### src/rtl/ro_puf_pair_ctrl.sv
// Ring-oscillator PUF pair controller: select, settle, count, compare.
// Optional margin check enabled by defining RO_PUF_MARGIN_EN.
module ro_puf_pair_ctrl #(
  parameter int CNT_W  = 16,
  parameter int WINDOW = 1024,
  parameter int SETTLE = 4,
  parameter int MARGIN = 8
) (
  input  logic       clk,
  input  logic       rst_n,
  input  logic       start,
  input  logic [5:0] challenge,
  input  logic       ro_a,
  input  logic       ro_b,
  output logic [2:0] sel_a,
  output logic [2:0] sel_b,
  output logic       ro_en,
  output logic       busy,
  output logic       done,
  output logic       response,
  output logic       err,
  output logic       unstable
);

  localparam int TMAX = (WINDOW > SETTLE) ? WINDOW : SETTLE;
  localparam int TW   = $clog2(TMAX + 1);

  localparam logic [TW-1:0] WIN_LD = TW'(WINDOW - 1);
  localparam logic [TW-1:0] SET_LD = TW'(SETTLE - 1);
  localparam logic [TW-1:0] T_ONE  = TW'(1);

  localparam logic [CNT_W-1:0] C_MAX = '1;
  localparam logic [CNT_W-1:0] C_ONE = CNT_W'(1);

  localparam logic [2:0] S_IDLE = 3'd0;
  localparam logic [2:0] S_SETL = 3'd1;
  localparam logic [2:0] S_CNT  = 3'd2;
  localparam logic [2:0] S_CMP  = 3'd3;
  localparam logic [2:0] S_DONE = 3'd4;
  localparam logic [2:0] S_ERR  = 3'd5;

  logic [2:0]       state_q, state_d;
  logic [TW-1:0]    tmr_q, tmr_d;
  logic [CNT_W-1:0] cnt_a_q, cnt_a_d;
  logic [CNT_W-1:0] cnt_b_q, cnt_b_d;
  logic [2:0]       sel_a_q, sel_a_d;
  logic [2:0]       sel_b_q, sel_b_d;
  logic             resp_q, resp_d;
  logic             err_q, err_d;
  logic             unst_q, unst_d;
  logic [2:0]       sa_q, sb_q;
  logic             edge_a, edge_b;
  logic             unst_cmp;
  logic             idx_eq;

  // Two flops resolve metastability; the third remembers the last level
  always_ff @(posedge clk or negedge rst_n) begin
    if (!rst_n) begin
      sa_q <= '0;
      sb_q <= '0;
    end else begin
      sa_q <= {sa_q[1:0], ro_a};
      sb_q <= {sb_q[1:0], ro_b};
    end
  end

  assign edge_a = sa_q[1] & ~sa_q[2];
  assign edge_b = sb_q[1] & ~sb_q[2];
  assign idx_eq = (challenge[2:0] == challenge[5:3]);

`ifdef RO_PUF_MARGIN_EN
  logic [CNT_W:0] diff;

  always_comb begin
    if (cnt_a_q >= cnt_b_q)
      diff = {1'b0, cnt_a_q} - {1'b0, cnt_b_q};
    else
      diff = {1'b0, cnt_b_q} - {1'b0, cnt_a_q};
  end

  assign unst_cmp = (diff < (CNT_W+1)'(MARGIN));
`else
  assign unst_cmp = 1'b0;
`endif

  always_comb begin
    state_d = state_q;
    tmr_d   = tmr_q;
    cnt_a_d = cnt_a_q;
    cnt_b_d = cnt_b_q;
    sel_a_d = sel_a_q;
    sel_b_d = sel_b_q;
    resp_d  = resp_q;
    err_d   = err_q;
    unst_d  = unst_q;
    case (state_q)
      S_IDLE: begin
        if (start) begin
          sel_a_d = challenge[2:0];
          sel_b_d = challenge[5:3];
          cnt_a_d = '0;
          cnt_b_d = '0;
          resp_d  = 1'b0;
          err_d   = idx_eq;
          unst_d  = 1'b0;
          tmr_d   = SET_LD;
          state_d = idx_eq ? S_ERR : S_SETL;
        end
      end
      S_SETL: begin
        if (tmr_q == '0) begin
          tmr_d   = WIN_LD;
          state_d = S_CNT;
        end else begin
          tmr_d = tmr_q - T_ONE;
        end
      end
      S_CNT: begin
        if (edge_a && cnt_a_q != C_MAX)
          cnt_a_d = cnt_a_q + C_ONE;
        if (edge_b && cnt_b_q != C_MAX)
          cnt_b_d = cnt_b_q + C_ONE;
        if (tmr_q == '0)
          state_d = S_CMP;
        else
          tmr_d = tmr_q - T_ONE;
      end
      S_CMP: begin
        resp_d  = (cnt_a_q > cnt_b_q);
        unst_d  = unst_cmp;
        state_d = S_DONE;
      end
      S_DONE:  state_d = S_IDLE;
      S_ERR:   state_d = S_IDLE;
      default: state_d = S_IDLE;
    endcase
  end

  always_ff @(posedge clk or negedge rst_n) begin
    if (!rst_n) begin
      state_q <= S_IDLE;
      tmr_q   <= '0;
      cnt_a_q <= '0;
      cnt_b_q <= '0;
      sel_a_q <= '0;
      sel_b_q <= '0;
      resp_q  <= 1'b0;
      err_q   <= 1'b0;
      unst_q  <= 1'b0;
    end else begin
      state_q <= state_d;
      tmr_q   <= tmr_d;
      cnt_a_q <= cnt_a_d;
      cnt_b_q <= cnt_b_d;
      sel_a_q <= sel_a_d;
      sel_b_q <= sel_b_d;
      resp_q  <= resp_d;
      err_q   <= err_d;
      unst_q  <= unst_d;
    end
  end

  assign sel_a    = sel_a_q;
  assign sel_b    = sel_b_q;
  assign ro_en    = (state_q == S_SETL) || (state_q == S_CNT);
  assign busy     = ro_en || (state_q == S_CMP);
  assign done     = (state_q == S_DONE) || (state_q == S_ERR);
  assign response = resp_q;
  assign err      = err_q;
  assign unstable = unst_q;

endmodule
### config.mk
export PLATFORM = sky130hd
export DESIGN_NAME = ro_puf_pair_ctrl
export DESIGN_NICKNAME = d
export VERILOG_FILES = /design/src/rtl/ro_puf_pair_ctrl.sv
export SDC_FILE = /design/constraint.sdc
export NUM_CORES = 1
export LEC_CHECK = 0
export CORE_ASPECT_RATIO = 1.25
export CORE_UTILIZATION = 40
export DETAILED_ROUTE_END_ITERATION = 16
export SKIP_CTS_REPAIR_TIMING = 1
export SYNTH_ARGS = -nofsm -noshare
export SYNTH_HDL_FRONTEND = slang
export SYNTH_SLANG_ARGS = --single-unit
### constraint.sdc
create_clock -name clk -period 4.7 [get_ports clk]
set_input_delay 0.705 -clock clk [delete_from_list [all_inputs] [get_ports clk]]
set_output_delay 0.705 -clock clk [all_outputs]
set_load 0.02 [all_outputs]
== After elaboration in Yosys (flattened, before gate mapping) ==
Index checks and enable logic that the tools add are counted.
W data, S select, Z words.

* Reductions and logical operators: 16
* Mux-type cells: 17
* Magnitude comparators: 1
* $add $sub $neg: 3
* Equal/unequal tests: 14
* Bitwise gates (word level): 4

{| class="wikitable"
|+ Operator list
! cell !! number
|-
| $pmux W16 S2 || 2
|-
| $mux W16 || 3
|-
| $mux W11 || 3
|-
| $pmux W11 S3 || 1
|-
| $add A16 B1 Y16 const B || 2
|-
| $ne A16 B16 Y1 const B || 2
|-
| $gt A16 B16 Y1 || 1
|-
| $mux W3 || 4
|-
| $ne A2 B2 Y1 const B || 6
|-
| $pmux W3 S4 || 1
|-
| $reduce_and A3 Y1 || 4
|-
| $logic_not A11 Y1 || 1
|-
| $sub A11 B1 Y11 const B || 1
|-
| $eq A3 B2 Y1 const B || 2
|-
| $eq A3 B3 Y1 const B || 2
|-
| $pmux W1 S2 || 2
|-
| $reduce_and A2 Y1 || 2
|-
| $reduce_bool A2 Y1 || 2
|-
| $eq A3 B1 Y1 const B || 1
|-
| $eq A3 B3 Y1 || 1
|-
| $logic_not A3 Y1 || 1
|-
| $logic_or A1 B1 Y1 || 3
|-
| $reduce_bool A3 Y1 || 1
|-
| $and A1 B1 Y1 || 2
|-
| other kinds (3) || 5
|}

* Word-level logic and storage cells: 66
* Register bits: 61
* Bits of input ports: 11

== Longest topological paths before layout ==
* Depth after elaboration: 5
* Depth in mapped cells: 8
* Depth with buffers taken out: 7

== Worst setup path after synthesis ==
Ideal clock, no wire load.

* Path type: register to register
* From: register state_q[2]
* To: register cnt_a_q[13]
* Buffers on the path: 0
* Cell stages (with the launch flop): 6
* Data arrival time: 1.974 ns
* Slack: 2.660 ns
* Setup time: 0.066 ns
* Clock period less this slack: 2.040 ns
* Data required time: 4.634 ns
* Cells stage by stage: dfrtp_1 or4b_4 nor4_4 o2111ai_2 or4_1 nand2_1

* Longest elaborated chain between the ends: 3
* Elaborated cells between the ends (all ways): 7
* Those cells by class: eq/ne: 3; mux: 1; reduce/logical: 3

{| class="wikitable"
|+ Ends and longest elaborated chain
! what !! RTL line !! text
|-
| start: declaration || 42 || <nowiki>logic [2:0] state_q, state_d;</nowiki>
|-
| start signal: assignment || 151 || <nowiki>state_q <= state_d;</nowiki>
|-
| $eq A3 B2 Y1 / $logic_not A3 Y1 (equally long branches) || 96 || <nowiki>case (state_q)</nowiki>
|-
| $ne A2 B2 Y1 (no source line) / $reduce_bool A2 Y1 (equally long branches) || n/a ||
|-
| $reduce_and A3 Y1 (no source line) || n/a ||
|-
| end signal: assignment || 153 || <nowiki>cnt_a_q <= cnt_a_d;</nowiki>
|-
| end: declaration || 44 || <nowiki>logic [CNT_W-1:0] cnt_a_q, cnt_a_d;</nowiki>
|}

Several ways; a longest one is shown, not always the timed one.
A chain may end at the register's enable or synchronous reset.

== Worst setup path after layout ==
* From: register state_q[1]
* To: output ro_en

* Longest elaborated chain between the ends: 2
* Elaborated cells between the ends (all ways): 3
* Those cells by class: eq/ne: 2; reduce/logical: 1

{| class="wikitable"
|+ Ends and longest elaborated chain
! what !! RTL line !! text
|-
| $eq A3 B1 Y1 / $eq A3 B2 Y1 (equally long branches) || 165 || <nowiki>assign ro_en = (state_q == S_SETL) || (state_q == S_CNT);</nowiki>
|-
| $logic_or A1 B1 Y1 * || 165 ||
|-
| end: declaration || 17 || <nowiki>output logic ro_en,</nowiki>
|}

Mark *: on every way between the ends. The rest lies on a longest branch, timed or not.

==> qor.tcl <==
set qor(cts_buffers) 9
set qor(final_design_area_no_fill_um2) 3923
set qor(postLayoutCoreUtil) 0.4734
set qor(post_syn_nets) 409
set qor(core_area_um2) 8287
set qor(viasPerCell) 5.725
set qor(yosys_warnings) 0
set qor(synth_area_per_cell_um2) 9.093
set qor(detail-route-antenna-nets) 0
set qor(post_route_cells_drive_above_1_share) 0.05693
set qor(antennaDiodeCount) 0
set qor(reg2reg_from) {state_q[2]}
set qor(status) {completed}
set qor(mapped_area_um2) 3437
set qor(multi_input_comb_area_um2) 1802
set qor(period_minus_slack_ns) 2.881
set qor(post-route-period-util) 0.6130
set qor(power_density_nw_per_um2) 427.1
set qor(buffer_ports.inserted) 21
set qor(layout-area-overhead-vs-synth_pct) 14.12
set qor(startpoint) {state_q[1]}
set qor(maximum_fanout_along_the_worst_path) 12
set qor(worst_ep_arrival_time_ns) 2.18
set qor(number_of_global_route_vias_before_repair) 2760
set qor(cp-end-kind) {output pin}
set qor(synthCells) 378
set qor(dieHeight_um) 105.6
set qor(grtUsageMet2) 0.3148
set qor(firstDrtPassIters) 4
set qor(clock-root-buffer) {sky130_fd_sc_hd__clkbuf_8}
set qor(hp-class) {reg2reg}
set qor(hold_viol_final) 0
set qor(synth-main-ff-cell) {sky130_fd_sc_hd__dfrtp_1}
set qor(critPathRequiredTime_ns) 3.99
set qor(max_cap_violations) 0
set qor(drc_errors) 0
set qor(pin_slew_with_the_least_headroom_to_its_limit_ns) 1.244
set qor(antenna_violations_before_repair) 0
set qor(clkSlewWorstSetupHoldPaths_ns) 0.06
set qor(maxSlewViolCount) 0
set qor(ys_seq_area_frac) 0.4368
set qor(globalRoute.busiestLayer) {met2}
set qor(max_clock_freq_ghz) 0.3471
set qor(global_route.usage.met3) 0.03837
set qor(placed_area_um2) 3735
set qor(async_reset_ff_frac) 1.000
set qor(finish.net_count) 431
set qor(static-leakage-power_nw) 1.753
set qor(floorplan.initialDensity) 0.4148
set qor(grt_usage) 0.1900
set qor(grt_pass1_wl_mm) 13.29
set qor(grt_setup_unrepaired) {false}
set qor(min_from) {sa_q[0]}
set qor(tritoncts_num_sinks) 60
set qor(clock_latency_ns) 0.34
set qor(die_w_um) 84.91
set qor(level_count_of_the_clock_h_tree) 3
set qor(timing.hold.ws_ns) 0.3498
set qor(gp_congestion) 0.8421
set qor(top_level_ports) 23
set qor(initialDrtViolationCount) 141
set qor(synth_enable_flop_cells) 0
set qor(fin_setup_tns_ns) 0
set qor(dieArea_um2) 8970
set qor(cp-start-kind) {flop}
set qor(slew-limit-headroom) 0.1639
set qor(fillCellCount) 791
set qor(grt_start_max_net_pins) 61
set qor(clock_skew_ns) 0.01238
set qor(core.rowCount) 37
set qor(route.final.wire_length_mm) 7.568
set qor(critical_path_class) {reg2out}
set qor(bufs_on_longest_clock_path) 2
set qor(dp_hpwl_mm) 5.450
set qor(grt_remaining_overflow) 0
set qor(ys_types) 52
set qor(detail_route.wl_per_cell_um) 15.11
set qor(layout.area.seq_um2) 1501
set qor(maximum_vdd_drop_mv) 0.3194
set qor(synth_seq_cells) 60
set qor(dr_total_vias) 2868
set qor(groute.layer.met1.usage) 0.2446
set qor(tritoncts) {yes}
set qor(finalSetupViolations) 0
-- cell families after synthesis --
group	count (synthesis)	synth area share
AOI/OAI and AO/OA	88	0.1722
xor gates and xnor gates	15	0.03822
adders and majority gates	20	0.07281
buffers and inverters	36	0.04041
DFF	60	0.4368
muxes	3	0.008737
other	1	0.001091
and+or+nand+nor	155	0.2297
-- metrics by stage --
step / instances / setup WS [ns] / total power [W]
floorplan: 378 / 2.660 / 0.001051
global placement: 486 / 2.003 / 0.001234
detailed placement: 486 / 1.915 / 0.001247
CTS: 501 / 1.782 / 0.001698
global route: 501 / 1.679 / 0.001792
finish: 501 / 1.819 / 0.001675
-- cell type report --
type | count | area share
sequential | 60 | 0.3828
timing repair buffer | 23 | 0.05614
tap | 97 | 0.03094
clock buffer | 14 | 0.04657
inverter | 24 | 0.02297
clock inverter | 1 | 0.001276
multi-input combinational | 282 | 0.4593
-- synth_stat cells, types with 4 or more instances --
cell type / n / area share
sky130_fd_sc_hd__ha_1: 20 / 0.073
sky130_fd_sc_hd__o21a_1: 5 / 0.011
sky130_fd_sc_hd__nand2_1: 49 / 0.054
sky130_fd_sc_hd__and4_1: 4 / 0.010
sky130_fd_sc_hd__nor2_1: 29 / 0.032
sky130_fd_sc_hd__dfrtp_1: 60 / 0.44
sky130_fd_sc_hd__nand2b_1: 5 / 0.0091
sky130_fd_sc_hd__or3_1: 7 / 0.013
sky130_fd_sc_hd__a21oi_1: 25 / 0.036
sky130_fd_sc_hd__nand4_1: 15 / 0.027
sky130_fd_sc_hd__o211ai_1: 6 / 0.013
sky130_fd_sc_hd__inv_1: 24 / 0.026
sky130_fd_sc_hd__nand3_1: 11 / 0.016
sky130_fd_sc_hd__o31ai_1: 4 / 0.0087
sky130_fd_sc_hd__xnor2_1: 5 / 0.013
sky130_fd_sc_hd__and3_1: 5 / 0.0091
sky130_fd_sc_hd__o2111ai_1: 5 / 0.013
sky130_fd_sc_hd__o21ai_0: 14 / 0.020
sky130_fd_sc_hd__clkbuf_1: 10 / 0.011
sky130_fd_sc_hd__a21o_1: 4 / 0.0087
sky130_fd_sc_hd__nor3_1: 14 / 0.020
sky130_fd_sc_hd__xor2_1: 10 / 0.025
sky130_fd_sc_hd__nor3b_1: 4 / 0.0087
-- layout by cell type, fill, tap and decap left out, types with 6 or more instances in the layout --
| master | n |
|---|---|
| sky130_fd_sc_hd__clkdlybuf4s50_1 | 20 |
| sky130_fd_sc_hd__nand3_1 | 11 |
| sky130_fd_sc_hd__nand2_1 | 49 |
| sky130_fd_sc_hd__o211ai_1 | 6 |
| sky130_fd_sc_hd__dfrtp_1 | 60 |
| sky130_fd_sc_hd__nor3_1 | 13 |
| sky130_fd_sc_hd__nand4_1 | 15 |
| sky130_fd_sc_hd__o21ai_0 | 14 |
| sky130_fd_sc_hd__xor2_1 | 10 |
| sky130_fd_sc_hd__ha_1 | 20 |
| sky130_fd_sc_hd__clkbuf_8 | 13 |
| sky130_fd_sc_hd__nor2_1 | 29 |
| sky130_fd_sc_hd__inv_1 | 24 |
| sky130_fd_sc_hd__a21oi_1 | 25 |
| sky130_fd_sc_hd__or3_1 | 7 |
-- flip-flops by register name (all words and copies together) (netlist names) --
signal	cells
cnt_a_q	16
cnt_b_q	16
tmr_q	11
sa_q	3
sb_q	3
sel_a	3
sel_b	3
state_q	3
err	1
response	1
-- worst paths after layout --
path / end / slack, ns / cells past startpoint
min in group asynchronous: cnt_a_q[7] / 0.52 / 2
setup reg to reg: cnt_b_q[3] / 1.86 / 5
setup / recovery: ro_en / 1.82 / 4
max in group asynchronous: sb_q[0] / 3.65 / 2
hold reg to reg: sa_q[1] / 0.35 / 0
hold / removal: sa_q[1] / 0.35 / 0
-- worst max-delay path, cell delays in order (launching register included) --
cell	delay, ns
sky130_fd_sc_hd__dfrtp_1	0.49
sky130_fd_sc_hd__nand2b_1	0.21
sky130_fd_sc_hd__a21o_1	0.27
sky130_fd_sc_hd__inv_1	0.22
sky130_fd_sc_hd__clkdlybuf4s50_1	0.65
-- power breakdown --
group / internal, W / switching [W]
Sequential: 0.000605 / 0.0000806
Combinational: 0.000227 / 0.000325
Clock: 0.000246 / 0.000192
-- routing by layer --
layer / wire length (um) / vias to the layer above
li1: - / 1417
met1: 3480 / 1395
met2: 3786 / 50
met3: 212 / 6
met4: 89 / 0
met5: 0 / -
(Power assumes the default switching activity.)
